`src/rtl/twos_to_float_pipe_if.sv`:
```
// Stream bundle for twos_to_float_pipe: sample input side and float result side.
// slave: the converter. master: the sample source / float consumer environment.
interface twos_to_float_pipe_if #(
    parameter int IN_W   = 12,
    parameter int EXP_W  = 3,
    parameter int MANT_W = 4
);
    logic [IN_W-1:0]   in_data;
    logic              in_valid;
    logic              in_ready;
    logic              out_sign;
    logic [EXP_W-1:0]  out_exp;
    logic [MANT_W-1:0] out_mant;
    logic              out_sat;
    logic              out_valid;
    logic              out_ready;

    modport slave (
        input  in_data, in_valid, out_ready,
        output in_ready, out_sign, out_exp, out_mant, out_sat, out_valid
    );

    modport master (
        output in_data, in_valid, out_ready,
        input  in_ready, out_sign, out_exp, out_mant, out_sat, out_valid
    );
endinterface

```
`src/rtl/twos_to_float_pipe.sv`:
```
// Three-stage two's-complement to sign/exponent/significand converter.
//   S1: sign and magnitude (most-negative input clamps and flags saturation)
//   S2: leading-zero priority encode -> exponent
//   S3: significand extraction, optional round-half-up, renormalise/saturate
// Valid/ready on both sides; each stage loads when empty or when its successor
// loads, so bubbles collapse and a full pipe sustains one sample per clock.
// Optional feature macro: TWOS_TO_FLOAT_ROUND_EN (defined: round-half-up,
// undefined: truncation). The S3 datapath and latency are the same either way.
module twos_to_float_pipe #(
    parameter int IN_W   = 12,
    parameter int EXP_W  = 3,
    parameter int MANT_W = 4
) (
    input logic                 clk,
    input logic                 reset,
    twos_to_float_pipe_if.slave bus
);
    localparam int MAG_W = IN_W - 1;
    localparam int E_TOP = MAG_W - MANT_W;
    localparam int LZ_W  = $clog2(MAG_W + 1);
    localparam logic [EXP_W-1:0] E_TOP_V = EXP_W'(E_TOP);

`ifdef TWOS_TO_FLOAT_ROUND_EN
    localparam logic ROUND_EN = 1'b1;
`else
    localparam logic ROUND_EN = 1'b0;
`endif

    generate
        if (E_TOP < 1 || E_TOP > (2 ** EXP_W) - 1) begin : g_bad_params
            $error("twos_to_float_pipe: E_TOP = IN_W-1-MANT_W must lie in 1..2^EXP_W-1");
        end
    endgenerate

    // Stage registers
    logic              s1_valid, s1_sign, s1_sat;
    logic [MAG_W-1:0]  s1_mag;
    logic              s2_valid, s2_sign, s2_sat;
    logic [MAG_W-1:0]  s2_mag;
    logic [EXP_W-1:0]  s2_exp;
    logic              s3_valid, s3_sign, s3_sat;
    logic [EXP_W-1:0]  s3_exp;
    logic [MANT_W-1:0] s3_mant;

    // Stage load conditions, chained back from the consumer
    logic s1_load, s2_load, s3_load;
    assign s3_load = ~s3_valid | bus.out_ready;
    assign s2_load = ~s2_valid | s3_load;
    assign s1_load = ~s1_valid | s2_load;

    assign bus.in_ready  = s1_load;
    assign bus.out_valid = s3_valid;
    assign bus.out_sign  = s3_sign;
    assign bus.out_exp   = s3_exp;
    assign bus.out_mant  = s3_mant;
    assign bus.out_sat   = s3_sat;

    // S1 combinational: sign / magnitude. The low MAG_W bits of the negation
    // depend only on the low MAG_W bits of the input.
    logic             in_sign, in_min_neg;
    logic [MAG_W-1:0] neg_mag, in_mag;
    assign in_sign    = bus.in_data[IN_W-1];
    assign in_min_neg = (bus.in_data == {1'b1, {MAG_W{1'b0}}});
    assign neg_mag    = ~bus.in_data[MAG_W-1:0] + MAG_W'(1);
    assign in_mag     = in_min_neg ? '1 : (in_sign ? neg_mag : bus.in_data[MAG_W-1:0]);

    // Stage 1 register: capture sign, magnitude and clamp flag
    always_ff @(posedge clk or posedge reset) begin
        if (reset) begin
            s1_valid <= 1'b0;
            s1_sign  <= 1'b0;
            s1_sat   <= 1'b0;
            s1_mag   <= '0;
        end else if (s1_load) begin
            s1_valid <= bus.in_valid;
            s1_sign  <= in_sign;
            s1_sat   <= in_min_neg;
            s1_mag   <= in_mag;
        end
    end

    // S2 combinational: leading-zero count (highest set bit wins) and exponent
    logic [LZ_W-1:0]  lz;
    logic [EXP_W-1:0] exp_next;
    always_comb begin
        lz = LZ_W'(MAG_W);
        for (int unsigned i = 0; i < MAG_W; i++) begin
            if (s1_mag[i]) lz = LZ_W'(MAG_W - 1 - i);
        end
        exp_next = (int'(lz) < E_TOP) ? EXP_W'(E_TOP - int'(lz)) : '0;
    end

    // Stage 2 register: carry magnitude forward with its exponent
    always_ff @(posedge clk or posedge reset) begin
        if (reset) begin
            s2_valid <= 1'b0;
            s2_sign  <= 1'b0;
            s2_sat   <= 1'b0;
            s2_mag   <= '0;
            s2_exp   <= '0;
        end else if (s2_load) begin
            s2_valid <= s1_valid;
            s2_sign  <= s1_sign;
            s2_sat   <= s1_sat;
            s2_mag   <= s1_mag;
            s2_exp   <= exp_next;
        end
    end

    // S3 combinational: significand, rounding, renormalise or saturate.
    // The round bit is always extracted; ROUND_EN only gates the increment.
    logic [MANT_W-1:0] mant_trunc, mant_next;
    logic [MANT_W:0]   mant_sum;
    logic              round_bit;
    logic [EXP_W-1:0]  exp_final;
    logic              sat_final;
    always_comb begin
        mant_trunc = MANT_W'(s2_mag >> s2_exp);
        round_bit  = (s2_exp != '0) &&
                     (((s2_mag >> (s2_exp - EXP_W'(1))) & MAG_W'(1)) != '0);
        mant_sum   = {1'b0, mant_trunc} + (MANT_W+1)'(ROUND_EN & round_bit);
        mant_next  = mant_sum[MANT_W-1:0];
        exp_final  = s2_exp;
        sat_final  = s2_sat;
        if (mant_sum[MANT_W]) begin
            if (s2_exp >= E_TOP_V) begin
                mant_next = '1;
                exp_final = E_TOP_V;
                sat_final = 1'b1;
            end else begin
                mant_next = MANT_W'(1) << (MANT_W - 1);
                exp_final = s2_exp + EXP_W'(1);
            end
        end
    end

    // Stage 3 register: the visible result, held while the consumer stalls
    always_ff @(posedge clk or posedge reset) begin
        if (reset) begin
            s3_valid <= 1'b0;
            s3_sign  <= 1'b0;
            s3_sat   <= 1'b0;
            s3_exp   <= '0;
            s3_mant  <= '0;
        end else if (s3_load) begin
            s3_valid <= s2_valid;
            s3_sign  <= s2_sign;
            s3_sat   <= sat_final;
            s3_exp   <= exp_final;
            s3_mant  <= mant_next;
        end
    end
endmodule
```
`src/flat_wrapper.sv`:
```
// flat-port wrapper written by rule: the top's interface ports become plain ports
module twos_to_float_pipe_flat 
#(
    parameter int IN_W   = 12,
    parameter int EXP_W  = 3,
    parameter int MANT_W = 4
)
  (clk, reset, bus_in_data, bus_in_valid, bus_out_ready, bus_in_ready, bus_out_sign, bus_out_exp, bus_out_mant, bus_out_sat, bus_out_valid);
  twos_to_float_pipe_if #(.IN_W(IN_W), .EXP_W(EXP_W), .MANT_W(MANT_W)) bus_i ();
  input logic clk;
  input logic reset;
  input wire logic [$bits(bus_i.in_data)-1:0] bus_in_data;
  input wire logic [$bits(bus_i.in_valid)-1:0] bus_in_valid;
  input wire logic [$bits(bus_i.out_ready)-1:0] bus_out_ready;
  output wire logic [$bits(bus_i.in_ready)-1:0] bus_in_ready;
  output wire logic [$bits(bus_i.out_sign)-1:0] bus_out_sign;
  output wire logic [$bits(bus_i.out_exp)-1:0] bus_out_exp;
  output wire logic [$bits(bus_i.out_mant)-1:0] bus_out_mant;
  output wire logic [$bits(bus_i.out_sat)-1:0] bus_out_sat;
  output wire logic [$bits(bus_i.out_valid)-1:0] bus_out_valid;
  assign bus_i.in_data = bus_in_data;
  assign bus_i.in_valid = bus_in_valid;
  assign bus_i.out_ready = bus_out_ready;
  assign bus_in_ready = bus_i.in_ready;
  assign bus_out_sign = bus_i.out_sign;
  assign bus_out_exp = bus_i.out_exp;
  assign bus_out_mant = bus_i.out_mant;
  assign bus_out_sat = bus_i.out_sat;
  assign bus_out_valid = bus_i.out_valid;
  twos_to_float_pipe #(.IN_W(IN_W), .EXP_W(EXP_W), .MANT_W(MANT_W)) u_core (.clk(clk), .reset(reset), .bus(bus_i));
endmodule
```
`config.mk`:
```
export PLATFORM = sky130hd
export DESIGN_NAME = twos_to_float_pipe_flat
export DESIGN_NICKNAME = d
export VERILOG_FILES = /design/src/rtl/twos_to_float_pipe_if.sv /design/src/rtl/twos_to_float_pipe.sv /design/src/flat_wrapper.sv
export SDC_FILE = /design/constraint.sdc
export NUM_CORES = 1
export LEC_CHECK = 0
export CAP_MARGIN = 20
export CORE_MARGIN = 4
export CORE_UTILIZATION = 50
export CTS_BUF_LIST = sky130_fd_sc_hd__clkbuf_4
export CTS_CLUSTER_SIZE = 8
export DETAILED_ROUTE_END_ITERATION = 12
export PLACE_DENSITY = 0.81
export SYNTH_ARGS = -nofsm -noshare
export SYNTH_HDL_FRONTEND = slang
export SYNTH_SLANG_ARGS = --single-unit
```
`constraint.sdc`:
```
create_clock -name clk -period 5.2 [get_ports clk]
set_input_delay 1.56 -clock clk [delete_from_list [all_inputs] [get_ports clk]]
set_output_delay 1.56 -clock clk [all_outputs]
set_load 0.01 [all_outputs]
```
==> reports/results.ini <==
[outcome]
outcome=finished clean

[sta]
rsz0062_at_grt=no
fin_skew_ns=0.00886
setup_viol_count_final=0
period_minus_slack_ns=4.71
fin_tns_setup_ns=0
slew_headroom_pct=53.6
hold_violations=0
worstMarginPinSlew_ns=0.694
timing.final.crit_share_pct=90.5
fmax_mhz=213
drv_slew=0

[drt]
drc=0
dr.pass1.iters=4
drtAntennaViolNets=0
via_per_inst=5.53
avgRoutedWirePerCell_um=14.6
num_vias=1360
drt_wl_total_um=3600
drt_iter0_drc=87

[global_routing]
grt_usage_pct=16.0
grt_max_degree=42
grt_pass1_wl_um=6510
antenna_found_initial=0
first_global_vias=1400
grt_overflow_total=0

[clock_network]
path_clk_slew_ns=0.11
h-tree-depth=2
insertion_delay_ns=0.32
cts_hold_buf=0
cts_setup_buffers=0
cts_tree=done
cts_buffer_depth=2
cts-resized-gates=0
cts_root_buffer=clkbuf_4
cts_made_buffers=5
clock_sinks=41

[pwr]
p_leak_nw=1.04
p_seq_share_pct=53.5
peakVddDrop_uv=152
internal_power_w=0.000577
p_sw_share_pct=29.3
power_switching_w=0.000239
power.share.combinational_pct=28.2
totalPowerFinal_w=0.000816
p_per_area_nw_per_um2=341
power_frac_clock_pct=18.3

[logic_synthesis]
synth.mux.area_fraction_pct=20.9
syn_inst=170
synthXorXnorAreaFrac_pct=3.44
ys_seq_area_share_pct=50.4
async_flop_share_pct=100
synth.area.top_cells=dfrtp_1 (50%), mux2_2 (10%), mux4_2 (5.5%)
synth_compound_area_share_pct=11.1
synth-simple-area-share_pct=9.52
yosysWarnings=0
synthAdderAreaFrac_pct=0.614
synth_top_area_cell=dfrtp_1
synthTopCellsByCount=dfrtp_1 (41), mux2_2 (18), nor2_1 (15)
synth-seq-cells=41
ys.flop_type=dfrtp_1
syn_nets=187
yosysMostFrequentCell=dfrtp_1
ys_types=31
synth_top_area_share_pct=50.4
synth_edf_count=0
post_synth.cell_area_avg_um2=12.0
synth_top_family_by_area=multiplexers
synth.cell_area_um2=2040

[placed_design]
post_dp_cell_area_um2=2340
place_congestion=0.815
place_inst=238
io_buffers=26
post-dp-hpwl_um=2870

[floorplanning]
row_count=22
io_pins=27
fp.dieArea_um2=5160
start_util_pct=53.6
core_area_um2=3800
die_y_um=71.8
die_w_um=71.8

[worst_setup_path]
crit_path_max_fanout=11
r2r-start=u_core.bus.out_valid$_DFFE_PP0P_
worstSetupStartpointType=input pin
cp_num_buf_inv=3
cp.depth=5
path_class=in -> out
critPathArrivalTime_ns=3.15
worst_r2r_path_depth=4
r2r_slack_ns=3.40
path_common_cell=clkdlybuf4s50_1
slowest_delay_ns=0.61
cp_slowest_cell=clkdlybuf4s50_1
cp-end-kind=primary output
cp_data_required_time_ns=3.64
r2r-end=u_core.s2_mag[7]$_DFFE_PP0P_
startpoint=bus_out_ready
crit_path_cell_trace=clkdlybuf4s50_1, nor2b_1, and3_1, inv_1, clkdlybuf4s50_1
crit_family=buffers and inverters

[finish]
drive_gt1_share_pct=24.7
syn_to_final_growth_pct=17.4
fillers=306
multi_input_area_um2=927
final_area_um2=2390
ff_latch_area_um2=1030
antenna_cells=0
fin_util_pct=63.0
final-instance-count-excl-fill=246
fin_nets=214

[hold_path]
hold_end=u_core.s2_valid$_DFFE_PP0P_
holdCritStartpoint=u_core.s1_valid$_DFFE_PP0P_
hold_depth=1
min-delay-path-class=reg -> reg

[job]
maxCapViolCount=0

## kinds of logic after synthesis
family                     after synthesis
DFF                                     41
and+or+nand+nor                         37
muxes                                   34
AOI/OAI and AO/OA                       30
buffers and inverters                   19
xor gates and xnor gates                 8
adders and majority gates                1
## through the flow
step	setup slack [ns]	hold WS [ns]
5_1_grt	0.393	0.504
2_1_floorplan	1.21	0.426
4_1_cts	0.470	0.485
6_report	0.494	0.478
3_5_place_dp	0.500	0.460
3_3_place_gp	0.524	0.440
## final cells by class
class,count,area share [%]
inverter,9,1.41
timing repair buffer,30,12.1
multi-input combinational,110,38.8
tap,48,2.51
clock inverter,2,0.418
sequential,41,42.9
clock buffer,6,1.88
## worst reg2reg max path, stage by stage, from the launching register on
cell	delay (ns)
dfrtp_1	0.36
nor2b_1	0.21
buf_4	0.23
nand2_1	0.44
mux2_2	0.45
## layout by cell type (no fill, tap or decap), types with 4 or more instances in the layout
cell type	n
a21oi_2	6
buf_4	4
clkbuf_4	6
clkdlybuf4s50_1	26
dfrtp_1	41
inv_1	9
mux2_2	18
mux2i_1	11
mux4_2	5
nand2_1	10
nor2_1	15
o21ai_0	6
o31ai_1	5
xor2_1	7
## power groups by stage
stage	Sequential [W]	Clock (W)	Combinational, W
finish	0.000437	0.000149	0.000230
global route	0.000449	0.000169	0.000254
CTS	0.000437	0.000157	0.000234
detailed placement	0.000444	0	0.000233
global placement	0.000438	0	0.000225
floorplan	0.000428	0	0.000154
## layer usage
layer  part of all wire [%]  GRT usage, %  vias up
met1                     42          19.7      669
met4                      0          3.34        0
li1                       -             -      660
met2                     53          28.0       31
met3                    4.8          4.35        0
met5                      0             0        -
## sequential cells by signal, indices dropped and copies added, names as in the netlist
name,cells
u_core.s2_valid,1
u_core.bus.out_mant,4
u_core.bus.out_exp,3
u_core.s2_sat,1
u_core.s1_sat,1
u_core.s2_exp,3
u_core.bus.out_valid,1
u_core.s1_mag,11
u_core.bus.out_sign,1
u_core.s1_valid,1
u_core.s1_sign,1
u_core.s2_sign,1
u_core.bus.out_sat,1
u_core.s2_mag,11
## how the worst max path moves through the flow
stage / to / slack, ns
floorplan: bus_in_ready / 1.21
global placement: bus_in_ready / 0.52
detailed placement: bus_in_ready / 0.50
CTS: bus_in_ready / 0.47
global route: bus_in_ready / 0.39
finish: bus_in_ready / 0.49
Power figures use the tool's default switching activity.
